==> config.mk <==
export PLATFORM = sky130hd
export DESIGN_NAME = stone_drawer
export DESIGN_NICKNAME = d
export VERILOG_FILES = /design/src/rtl/stone_pkg.sv /design/src/rtl/stone_pixel_scanner.sv /design/src/rtl/stone_drawer.sv
export SDC_FILE = /design/constraint.sdc
export NUM_CORES = 1
export LEC_CHECK = 0
export CAP_MARGIN = 20
export CORE_UTILIZATION = 55
export DETAILED_ROUTE_END_ITERATION = 10
export PLACE_DENSITY = 0.95
export SYNTH_ARGS = -nofsm -noshare
export SYNTH_HDL_FRONTEND = slang
export SYNTH_SLANG_ARGS = --single-unit
==> constraint.sdc <==
create_clock -name clock -period 5 [get_ports clock]
set_input_delay 1.5 -clock clock [delete_from_list [all_inputs] [get_ports clock]]
set_output_delay 1.5 -clock clock [all_outputs]
set_load 0.1 [all_outputs]
==> src/rtl/stone_pkg.sv <==
// Stone-record layout, type codes, default colours and screen geometry shared by the
// rope controller and the stone drawer.
package stone_pkg;

    localparam int unsigned X_MSB    = 31;
    localparam int unsigned X_LSB    = 23;
    localparam int unsigned Y_MSB    = 18;
    localparam int unsigned Y_LSB    = 11;
    localparam int unsigned TYPE_MSB = 3;
    localparam int unsigned TYPE_LSB = 2;
    localparam int unsigned VIS      = 1;
    localparam int unsigned MOV      = 0;

    localparam logic [1:0] TYPE_STONE   = 2'b00;
    localparam logic [1:0] TYPE_GOLD    = 2'b01;
    localparam logic [1:0] TYPE_DIAMOND = 2'b10;

    localparam logic [2:0] DEF_COLOUR_STONE   = 3'b111;
    localparam logic [2:0] DEF_COLOUR_GOLD    = 3'b110;
    localparam logic [2:0] DEF_COLOUR_DIAMOND = 3'b011;

    localparam int unsigned SCREEN_W = 320;
    localparam int unsigned SCREEN_H = 240;

    typedef enum logic [2:0] {
        StIdle,
        StAddr,
        StWait,
        StLatch,
        StDraw,
        StDone
    } draw_state_e;

endpackage

==> src/rtl/stone_pixel_scanner.sv <==
// Raster dx/dy counter over one square sprite; exposes the offset the next step lands on
// so the caller can register pixel coordinates a cycle ahead.
module stone_pixel_scanner #(
    parameter int unsigned SPRITE_SIZE = 16,
    localparam int unsigned OFF_W = $clog2(SPRITE_SIZE)
) (
    input  logic             clock,
    input  logic             resetn,
    input  logic             clear,
    input  logic             step,
    output logic [OFF_W-1:0] nx,
    output logic [OFF_W-1:0] ny,
    output logic             last
);

    localparam logic [OFF_W-1:0] MAX = OFF_W'(SPRITE_SIZE - 1);

    logic [OFF_W-1:0] dx_q;
    logic [OFF_W-1:0] dy_q;

    always_ff @(posedge clock or negedge resetn) begin
        if (!resetn) begin
            dx_q <= '0;
            dy_q <= '0;
        end else if (clear) begin
            dx_q <= '0;
            dy_q <= '0;
        end else if (step) begin
            dx_q <= nx;
            dy_q <= ny;
        end
    end

    // Power-of-two size lets dx wrap naturally at the row end.
    assign nx   = dx_q + OFF_W'(1);
    assign ny   = (dx_q == MAX) ? dy_q + OFF_W'(1) : dy_q;
    assign last = (dx_q == MAX) && (dy_q == MAX);

endmodule

==> src/rtl/stone_drawer.sv <==
// Walks the stone RAM once per frame request and paints each visible record as a solid
// square sprite into the pixel stream, clipping against the screen edge.
module stone_drawer #(
    parameter int unsigned SPRITE_SIZE = 16,
    parameter int unsigned SCREEN_W = stone_pkg::SCREEN_W,
    parameter int unsigned SCREEN_H = stone_pkg::SCREEN_H,
    parameter int unsigned COLOUR_W = 3,
    parameter logic [COLOUR_W-1:0] COLOUR_STONE   = COLOUR_W'(stone_pkg::DEF_COLOUR_STONE),
    parameter logic [COLOUR_W-1:0] COLOUR_GOLD    = COLOUR_W'(stone_pkg::DEF_COLOUR_GOLD),
    parameter logic [COLOUR_W-1:0] COLOUR_DIAMOND = COLOUR_W'(stone_pkg::DEF_COLOUR_DIAMOND)
) (
    input  logic                clock,
    input  logic                resetn,
    input  logic                start,
    input  logic [3:0]          quantity,
    input  logic [31:0]         data,
    output logic                draw_stone_flag,
    output logic [3:0]          draw_index,
    output logic [8:0]          x,
    output logic [7:0]          y,
    output logic [COLOUR_W-1:0] colour,
    output logic                plot,
    output logic                busy,
    output logic                done
);

    import stone_pkg::*;

    localparam int unsigned OFF_W = $clog2(SPRITE_SIZE);

    draw_state_e state_q, state_d;
    logic [3:0] q_lat_q, q_lat_d;
    logic [3:0] idx_q, idx_d;
    logic [3:0] idx_inc;
    logic       rec_last;
    logic [8:0] x_base_q;
    logic [7:0] y_base_q;

    logic             scan_clear;
    logic             scan_step;
    logic [OFF_W-1:0] nx;
    logic [OFF_W-1:0] ny;
    logic             last;

    logic                load_px;
    logic [8:0]          base_x;
    logic [7:0]          base_y;
    logic [OFF_W-1:0]    off_x;
    logic [OFF_W-1:0]    off_y;
    logic [9:0]          sum_x;
    logic [8:0]          sum_y;
    logic [COLOUR_W-1:0] type_colour;

    logic unused_data;
    assign unused_data = ^{data[22:19], data[10:4], data[MOV]};

    stone_pixel_scanner #(
        .SPRITE_SIZE(SPRITE_SIZE)
    ) u_scanner (
        .clock (clock),
        .resetn(resetn),
        .clear (scan_clear),
        .step  (scan_step),
        .nx    (nx),
        .ny    (ny),
        .last  (last)
    );

    assign idx_inc  = idx_q + 4'd1;
    assign rec_last = (idx_inc == q_lat_q);

    always_comb begin
        state_d    = state_q;
        q_lat_d    = q_lat_q;
        idx_d      = idx_q;
        scan_clear = 1'b0;
        scan_step  = 1'b0;
        case (state_q)
            StIdle: begin
                if (start) begin
                    q_lat_d = quantity;
                    idx_d   = '0;
                    state_d = (quantity == 4'd0) ? StDone : StAddr;
                end
            end
            StAddr:  state_d = StWait;
            StWait:  state_d = StLatch;
            StLatch: begin
                scan_clear = 1'b1;
                if (data[VIS]) begin
                    state_d = StDraw;
                end else begin
                    idx_d   = idx_inc;
                    state_d = rec_last ? StDone : StAddr;
                end
            end
            StDraw: begin
                scan_step = 1'b1;
                if (last) begin
                    idx_d   = idx_inc;
                    state_d = rec_last ? StDone : StAddr;
                end
            end
            StDone:  state_d = StIdle;
            default: state_d = StIdle;
        endcase
    end

    always_ff @(posedge clock or negedge resetn) begin
        if (!resetn) begin
            state_q <= StIdle;
            q_lat_q <= '0;
            idx_q   <= '0;
        end else begin
            state_q <= state_d;
            q_lat_q <= q_lat_d;
            idx_q   <= idx_d;
        end
    end

    // The pixel shown in a DRAW cycle is registered one cycle earlier: pixel 0 from the
    // record itself in LATCH, later pixels from the scanner's look-ahead offset.
    always_comb begin
        load_px = 1'b0;
        base_x  = x_base_q;
        base_y  = y_base_q;
        off_x   = nx;
        off_y   = ny;
        if (state_q == StLatch) begin
            load_px = data[VIS];
            base_x  = data[X_MSB:X_LSB];
            base_y  = data[Y_MSB:Y_LSB];
            off_x   = '0;
            off_y   = '0;
        end else if (state_q == StDraw) begin
            load_px = !last;
        end
    end

    assign sum_x = {1'b0, base_x} + 10'(off_x);
    assign sum_y = {1'b0, base_y} + 9'(off_y);

    always_comb begin
        case (data[TYPE_MSB:TYPE_LSB])
            TYPE_STONE: type_colour = COLOUR_STONE;
            TYPE_GOLD:  type_colour = COLOUR_GOLD;
            default:    type_colour = COLOUR_DIAMOND;
        endcase
    end

    always_ff @(posedge clock or negedge resetn) begin
        if (!resetn) begin
            x_base_q <= '0;
            y_base_q <= '0;
            x        <= '0;
            y        <= '0;
            colour   <= '0;
            plot     <= 1'b0;
        end else begin
            plot <= 1'b0;
            if (state_q == StLatch) begin
                x_base_q <= data[X_MSB:X_LSB];
                y_base_q <= data[Y_MSB:Y_LSB];
            end
            if (load_px) begin
                x    <= sum_x[8:0];
                y    <= sum_y[7:0];
                plot <= (sum_x < 10'(SCREEN_W)) && (sum_y < 9'(SCREEN_H));
                if (state_q == StLatch) begin
                    colour <= type_colour;
                end
            end
        end
    end

    assign busy            = (state_q != StIdle);
    assign draw_stone_flag = busy;
    assign done            = (state_q == StDone);
    assign draw_index      = busy ? idx_q : 4'd0;

endmodule

======== Yosys cells after proc, flatten, opt, wreduce, memory -nomap -nowiden ========
Cells that the tools add are included.
storage, ports and cells
  flip-flop bits (word level) ............. 57
  bits of input ports ..................... 39
  output and inout bits ................... 28
  word-level logic and storage cells ...... 69
operators by class
  add/sub/neg operators ................... 5
  order comparisons ....................... 2
  equality and inequality tests ........... 12
  muxes and demuxes ....................... 26
  reductions and logical operators ........ 13
operator list
  kind                 number
  $mux 4               11
  $mux 3               5
  $pmux 3 s5           1
  $add 4x1->4 const B  3
  $pmux 4 s3           1
  $add 9x4->10         1
  $lt 10x9->1 const B  1
  $add 8x4->9          1
  $lt 9x8->1 const B   1
  $mux 9               1
  $eq 4x4->1 const B   2
  $mux 8               1
  $eq 3x2->1 const B   2
  $eq 3x3->1 const B   2
  $ne 2x2->1 const B   3
  $pmux 3 s2           1
  $reduce_and 2->1     3
  $reduce_bool 3->1    2
  $mux 1               5
  $eq 4x4->1           1
  $logic_not 4->1      1
  $reduce_and 4->1     1
  $eq 3x1->1 const B   1
  $logic_not 3->1      1
  5 further kinds      6

======== Longest topological paths before layout ========
Gate-level depths: netlist (run 1).
  depth after elaboration ................. 7
  gate-level depth with buffers ........... 14
  mapped depth without buffers ............ 12

======== Modules after synthesis ========
From an unflattened synthesis (run 1), not the netlist that was laid out.
unflattened totals
  cells, all modules ...................... 331
  area total of the unflattened synthesis .. 3,194.3 um^2
by module, submodules not included
  module               times used  cells each  area an instance (um^2)  sequential area each (um^2)
  stone_drawer         1           278         2,703.8                  1,226.2
  stone_pixel_scanner  1           53          490.5                    200.2

======== Worst setup path before layout (run 1) ========
No wires, ideal clock.
  path type ............................... reg2out
  from .................................... register state_q[2]
  to ...................................... output port draw_index[0]
  arrival time ............................ 2.104 ns
  required time ........................... 3.500 ns
  path slack .............................. 1.396 ns
  stages on the path, launching flop included .. 4
  buffers on the path ..................... 1
  cell sequence ........................... dfrtp_1 -> clkbuf_1 -> nor3_1 -> nor2b_1
on the way
  longest elaborated chain between the ends .. 2
RTL lines
  item                      RTL line             text
  start: declaration        stone_drawer.sv:31   draw_state_e state_q, state_d;
  start signal: assignment  stone_drawer.sv:111  state_q <= StIdle;
  start signal: assignment  stone_drawer.sv:115  state_q <= state_d;
  $reduce_bool 3->1         stone_drawer.sv:176  assign busy = (state_q != StIdle);
  $mux 4                    stone_drawer.sv:179  assign draw_index = busy ? idx_q : 4'd0;
  end: declaration          stone_drawer.sv:18   output logic [3:0] draw_index,
Every way passes these cells.

======== Worst setup path in the final report (run 1) ========
  from .................................... register state_q[1]
  to ...................................... output port draw_index[1]
The elaborated chain is that of the path after synthesis.

==> results.py, run 1 <==
metrics = {
    "setup_path": {
        "cp_cell_sequence": "nor3_1 > nor2b_1 > clkdlybuf4s50_1",
        "critical_path_required_ns": 3.50,
        "crit_path_end_kind": "primary output",
        "critical_path.startpoint_type": "flip-flop",
        "path_class": "flip-flop to primary output",
        "r2r_setup_slack_ns": 1.83,
        "r2r_start": "state_q[0]",
        "r2r_cells": 12,
        "r2r_end": "plot",
        "crit_path_max_incr_delay_ns": 0.99,
        "crit_buf_inv": 1,
        "crit_family": "buffers and inverters",
        "crit_fanout": 11,
        "critical_path.slowest_cell": "clkdlybuf4s50_1",
        "cp_data_arrival_time_ns": 2.54,
    },
    "drt": {
        "dr_wl_met2_um": 3460,
        "drc_errors": 0,
        "vias_per_cell": 5.73,
        "ant_nets": 0,
        "wirelength_um": 6950,
        "dr_total_vias": 2653,
        "top_layer_used": "met4",
        "route.met3.wl_um": 361,
        "wl_per_cell_um": 15.0,
        "drtIter0Drc": 232,
        "drt-met1-wl_um": 2920,
        "drt_pass1_iterations": 5,
    },
    "clocking": {
        "cts_max_level": 3,
        "clk_pin_slew_ns": 0.06,
        "cts-buffers-inserted": 9,
        "cts-root-to-sink-buffers": 2,
        "clk_latency_ns": 0.34,
        "clock-sinks": 57,
        "root_buffer": "clkbuf_8",
        "cts_tree": "built",
        "cts_hold_buf": 0,
        "postCtsSetupBuffers": 0,
        "ctsResizeCount": 0,
    },
    "hold_path": {
        "holdPathStages": 1,
        "min_to": "colour[1]",
        "hp-class": "flip-flop to flip-flop",
        "hp-start": "colour[1]",
    },
    "timing": {
        "finalSetupViolations": 0,
        "timing.hold.ws_ns": 0.473,
        "period_minus_slack_ns": 4.04,
        "final_max_slew_viol_count": 0,
        "rsz0062_at_grt": "no",
        "setup_tns_ns": 0,
        "hold_viol": 0,
        "slew_headroom_pct": 34.5,
        "period_share_pct": 80.8,
        "max_clock_freq_mhz": 247,
        "clock-skew-final_ns": 0.00829,
        "worstMarginPinSlew_ns": 0.979,
    },
    "logic_synthesis": {
        "synth_area_per_cell_um2": 9.47,
        "synthCells": 332,
        "ys_types": 51,
        "synth-seq-area-share_pct": 45.4,
        "syn-num-nets": 384,
        "synthArstFlopShare_pct": 100,
        "ys_seq_elements": 57,
        "yosys.area.top_type": "dfrtp_1",
        "synth_warnings": 0,
        "synthFlopType": "dfrtp_1",
        "syn_area_um2": 3140,
        "synthTopCellsByArea": "dfrtp_1 45%, nand2_1 7.2%, ha_1 4.4%, xnor2_1 3.6%, nor2_1 3.6%",
        "synth_top_area_share_pct": 45.4,
        "synth_edf_count": 0,
    },
    "die": {
        "coreArea_um2": 5510,
        "io-pin-count": 67,
        "fp.dieW_um": 77.6,
        "floorplan.die_area_um2": 6020,
        "rows": 27,
        "die_h_um": 77.6,
        "start_util_pct": 57.1,
    },
    "placed_design": {
        "placed_cell_area_um2": 3710,
        "dp_hpwl_um": 4930,
        "io_buffers": 54,
        "gp_congestion": 0.852,
        "dpl.cell_count": 447,
    },
    "layout": {
        "nets": 438,
        "fin_cells": 463,
        "final_area_um2": 3890,
        "syn2layout_area_growth_pct": 23.7,
        "num_antenna_cells": 0,
        "layout-drive-gt1-share_pct": 6.91,
    },
    "status": {
        "status": "complete, no violations",
    },
    "grt": {
        "grt_max_degree": 33,
        "grt_util_all_layers_pct": 25.6,
        "grt_pass1_wl_um": 11900,
        "antenna_found_initial": 0,
        "grt_pass1_vias": 2661,
        "grt_overflow_total": 0,
    },
    "job": {
        "drv_cap": 0,
    },
}
registers in the layout (all words and copies together), names as in the netlist:
signal	cells
q_lat_q	4
u_scanner.dx_q	4
idx_q	4
plot	1
x_base_q	9
u_scanner.dy_q	4
x	9
y_base_q	8
y	8
colour	3
state_q	3
layout make-up:
type,instances,area [µm²]
Clock buffer,13,159
Clock inverter,3,15.0
Fill cell,398,1620
Inverter,14,52.6
Multi-Input combinational cell,247,1590
Sequential cell,57,1430
Tap cell,72,90.1
Timing Repair Buffer,57,558
placed cells by master (no fill, tap or decap), drive strengths merged, types with 4 or more instances in the layout:
| cell | count |
|---|---|
| a21o | 5 |
| a21oi | 20 |
| buf | 4 |
| clkbuf | 13 |
| clkdlybuf4s50 | 53 |
| dfrtp | 57 |
| ha | 11 |
| inv | 14 |
| mux2 | 7 |
| mux2i | 8 |
| nand2 | 60 |
| nand3 | 7 |
| nand4 | 6 |
| nor2 | 30 |
| nor2b | 8 |
| nor3 | 4 |
| o21a | 5 |
| o21ai | 13 |
| xnor2 | 13 |
| xor2 | 9 |
logic make-up after synthesis:
kind of cell	Yosys count	synth area share, %
adder cells (fa/ha/maj)	13	5.65
multiplexers	15	5.29
AND/OR/NAND/NOR	132	19.6
XOR/XNOR	22	6.13
AO/OA/AOI/OAI	65	13.9
buffers and inverters	28	4.10
flip-flops	57	45.4
metal layers:
layer	vias up	GRT usage, %
li1	1258	-
met1	1276	31.5
met2	98	42.1
met3	21	3.88
met4	0	16.0
met5	-	0
cells in the mapped netlist, drive strengths merged (6+ instances only):
| master | n |
|---|---|
| xnor2 | 13 |
| nand3 | 7 |
| ha | 11 |
| buf | 10 |
| a21oi | 20 |
| xor2 | 9 |
| nor2 | 30 |
| o21ai | 13 |
| nand2 | 60 |
| nand4 | 6 |
| mux2i | 8 |
| mux2 | 7 |
| dfrtp | 57 |
| inv | 14 |
| nor2b | 8 |
worst register-to-register path, cell delays in order (launching register included):
cell       delay [ns]
dfrtp_1          0.59
and3b_1          0.21
buf_4            0.30
nand2_1          0.11
nand2_1          0.10
ha_1             0.20
inv_1            0.06
fa_1             0.40
nor2b_1          0.17
o21ai_0          0.16
a211oi_2         0.24
a22oi_1          0.12
a2111oi_2        0.38
stage by stage:
stage / worst slack [ns] / util (%)
after global routing: 0.833 / 70.6
after floorplan: 1.40 / -
final: 0.958 / 70.6
after global placement: 1.08 / 67.5
after detailed placement: 1.04 / 67.5
after CTS: 0.973 / 70.6
worst max path at each step:
stage | slack [ns] | from | to | cells after the start
floorplan | 1.40 | state_q[2] | draw_index[0] | 3
global placement | 1.08 | data[23] | plot | 11
detailed placement | 1.04 | data[23] | plot | 11
CTS | 0.97 | state_q[1] | draw_index[1] | 3
global route | 0.83 | state_q[1] | draw_stone_flag | 3
finish | 0.96 | state_q[1] | draw_index[1] | 3
Power of run 1 is left out: the tool's default activity adds up to more than one toggle a clock period on the data nets, which glitch-free logic cannot reach.
==> inputs of run 2 (changes only) <==
- CORE_UTILIZATION: 55 -> 51
- PLACE_DENSITY: 0.95 -> 0.91
- clock period: 5 -> 4.1 ns (I/O delays scaled with it)
==> run 2 against run 1 <==
Sequential share of layout area decreased by 0.39 points. Non-clock buffer count unchanged. Critical path depth increased by 8. Final cell count increased by 0.65%. Utilization decreased by 4.2 points. Clock skew about the same. Worst setup slack got worse by 0.26 ns. Critical endpoint is now plot.
==> results.py, run 2 (synthesis results as in run 1) <==
metrics = {
    "status": {
        "status": "complete, no violations",
    },
    "clocking": {
        "cts_max_level": 3,
        "cts-buffers-inserted": 9,
        "cts-root-to-sink-buffers": 2,
        "cts_hold_buf": 0,
        "root_buffer": "clkbuf_8",
        "cts_tree": "built",
        "postCtsSetupBuffers": 0,
        "ctsResizeCount": 0,
        "clock-sinks": 57,
        "clk_pin_slew_ns": 0.07,
        "clk_latency_ns": 0.34,
    },
    "setup_path": {
        "crit_path_end_kind": "flip-flop",
        "path_class": "input pin to flip-flop",
        "r2r_setup_slack_ns": 0.88,
        "critical_path_required_ns": 4.30,
        "path_depth": 11,
        "crit_start": "data[11]",
        "crit_family": "compound AO/OA/AOI/OAI gates",
        "critPathCapture": "plot",
        "crit_fanout": 4,
        "cp_cell_sequence": "clkdlybuf4s50_1 > nand2_1 > nand2_1 > ha_1 > inv_1 > fa_1 > nor2b_1 > o21a_1 > o21ai_0 > a2111oi_2 > a2111oi_2",
        "r2r_start": "state_q[0]",
        "r2r_end": "plot",
        "critical_path.startpoint_type": "input pin",
        "critical_path.slowest_cell": "a2111oi_2",
        "cp_data_arrival_time_ns": 3.61,
        "crit_buf_inv": 2,
        "crit_path_max_incr_delay_ns": 0.52,
        "r2r_cells": 11,
    },
    "layout": {
        "multi_input_area_um2": 1590,
        "num_antenna_cells": 0,
        "nets": 438,
        "top_regs": "x: 9 flops, x_base_q: 9 flops",
        "fillCellCount": 428,
        "register_area_um2": 1430,
        "layout-drive-gt1-share_pct": 9.21,
        "final_common_cell": "nand2_1",
        "syn2layout_area_growth_pct": 25.0,
        "mostFrequentLayoutCells": "60 x nand2_1, 57 x dfrtp_1, 46 x clkdlybuf4s50_1",
    },
    "grt": {
        "grt_pass1_vias": 2622,
        "grt_max_degree": 42,
        "antenna_found_initial": 0,
        "grt_util_all_layers_pct": 25.6,
        "grt_overflow_total": 0,
        "grt_pass1_wl_um": 12400,
    },
    "job": {
        "drv_cap": 0,
    },
    "drt": {
        "dr_total_vias": 2694,
        "wl_per_cell_um": 15.9,
        "ant_nets": 0,
        "wirelength_um": 7400,
        "vias_per_cell": 5.78,
        "drt_pass1_iterations": 4,
        "drtIter0Drc": 273,
        "drc_errors": 0,
    },
    "placed_design": {
        "io_buffers": 54,
        "dp_hpwl_um": 5140,
        "gp_congestion": 0.852,
    },
    "timing": {
        "max_clock_freq_mhz": 294,
        "final_max_slew_viol_count": 0,
        "rsz0062_at_grt": "no",
        "slew_headroom_pct": 34.9,
        "period_share_pct": 83.1,
        "worstMarginPinSlew_ns": 0.974,
        "period_minus_slack_ns": 3.41,
        "finalSetupViolations": 0,
        "setup_tns_ns": 0,
        "hold_viol": 0,
        "clock-skew-final_ns": 0.00862,
    },
    "hold_path": {
        "hp-class": "flip-flop to flip-flop",
    },
    "die": {
        "fp.dieW_um": 80.5,
        "floorplan.die_area_um2": 6480,
        "die_h_um": 80.5,
        "rows": 28,
        "start_util_pct": 53.1,
        "coreArea_um2": 5920,
        "io-pin-count": 67,
    },
}
[run 2: how the worst min path moves through the flow]
stage,cells after the start,from,slack [ns],endpoint
after global placement,1,colour[1],0.45,colour[1]
after detailed placement,1,colour[1],0.45,colour[1]
final,1,colour[1],0.47,colour[1]
after global routing,1,colour[1],0.48,colour[1]
after CTS,1,colour[1],0.47,colour[1]
after floorplan,2,x_base_q[0],0.44,x_base_q[0]
[run 2: per-layer routing]
metal	wire length (µm)	track usage, %	vias to the layer above
met3	444	7.27	29
met1	3110	31.5	1282
met5	0	0	-
met2	3640	41.4	125
met4	208	12.0	0
li1	-	-	1258
[run 2: layout make-up]
cell class | instances | share of cell area [%]
well taps | 75 | 2.39
flip-flops and latches | 57 | 36.3
repair buffers | 57 | 13.8
multi-input cells | 247 | 40.4
clock buffers | 11 | 3.85
clock inverters | 5 | 1.97
inverters | 14 | 1.34
[run 2: stage by stage]
stage                     area, µm²  instances  utilization (%)  hold WS [ns]  worst slack [ns]
after floorplan                3140        332                -         0.444             0.766
after global placement         3700        450             62.5         0.451             0.512
after detailed placement       3700        450             62.5         0.452             0.408
after CTS                      3930        466             66.4         0.471             0.712
after global routing           3930        466             66.4         0.480             0.562
final                          3930        466             66.4         0.466             0.695
Power of run 2 is left out for the same reason.
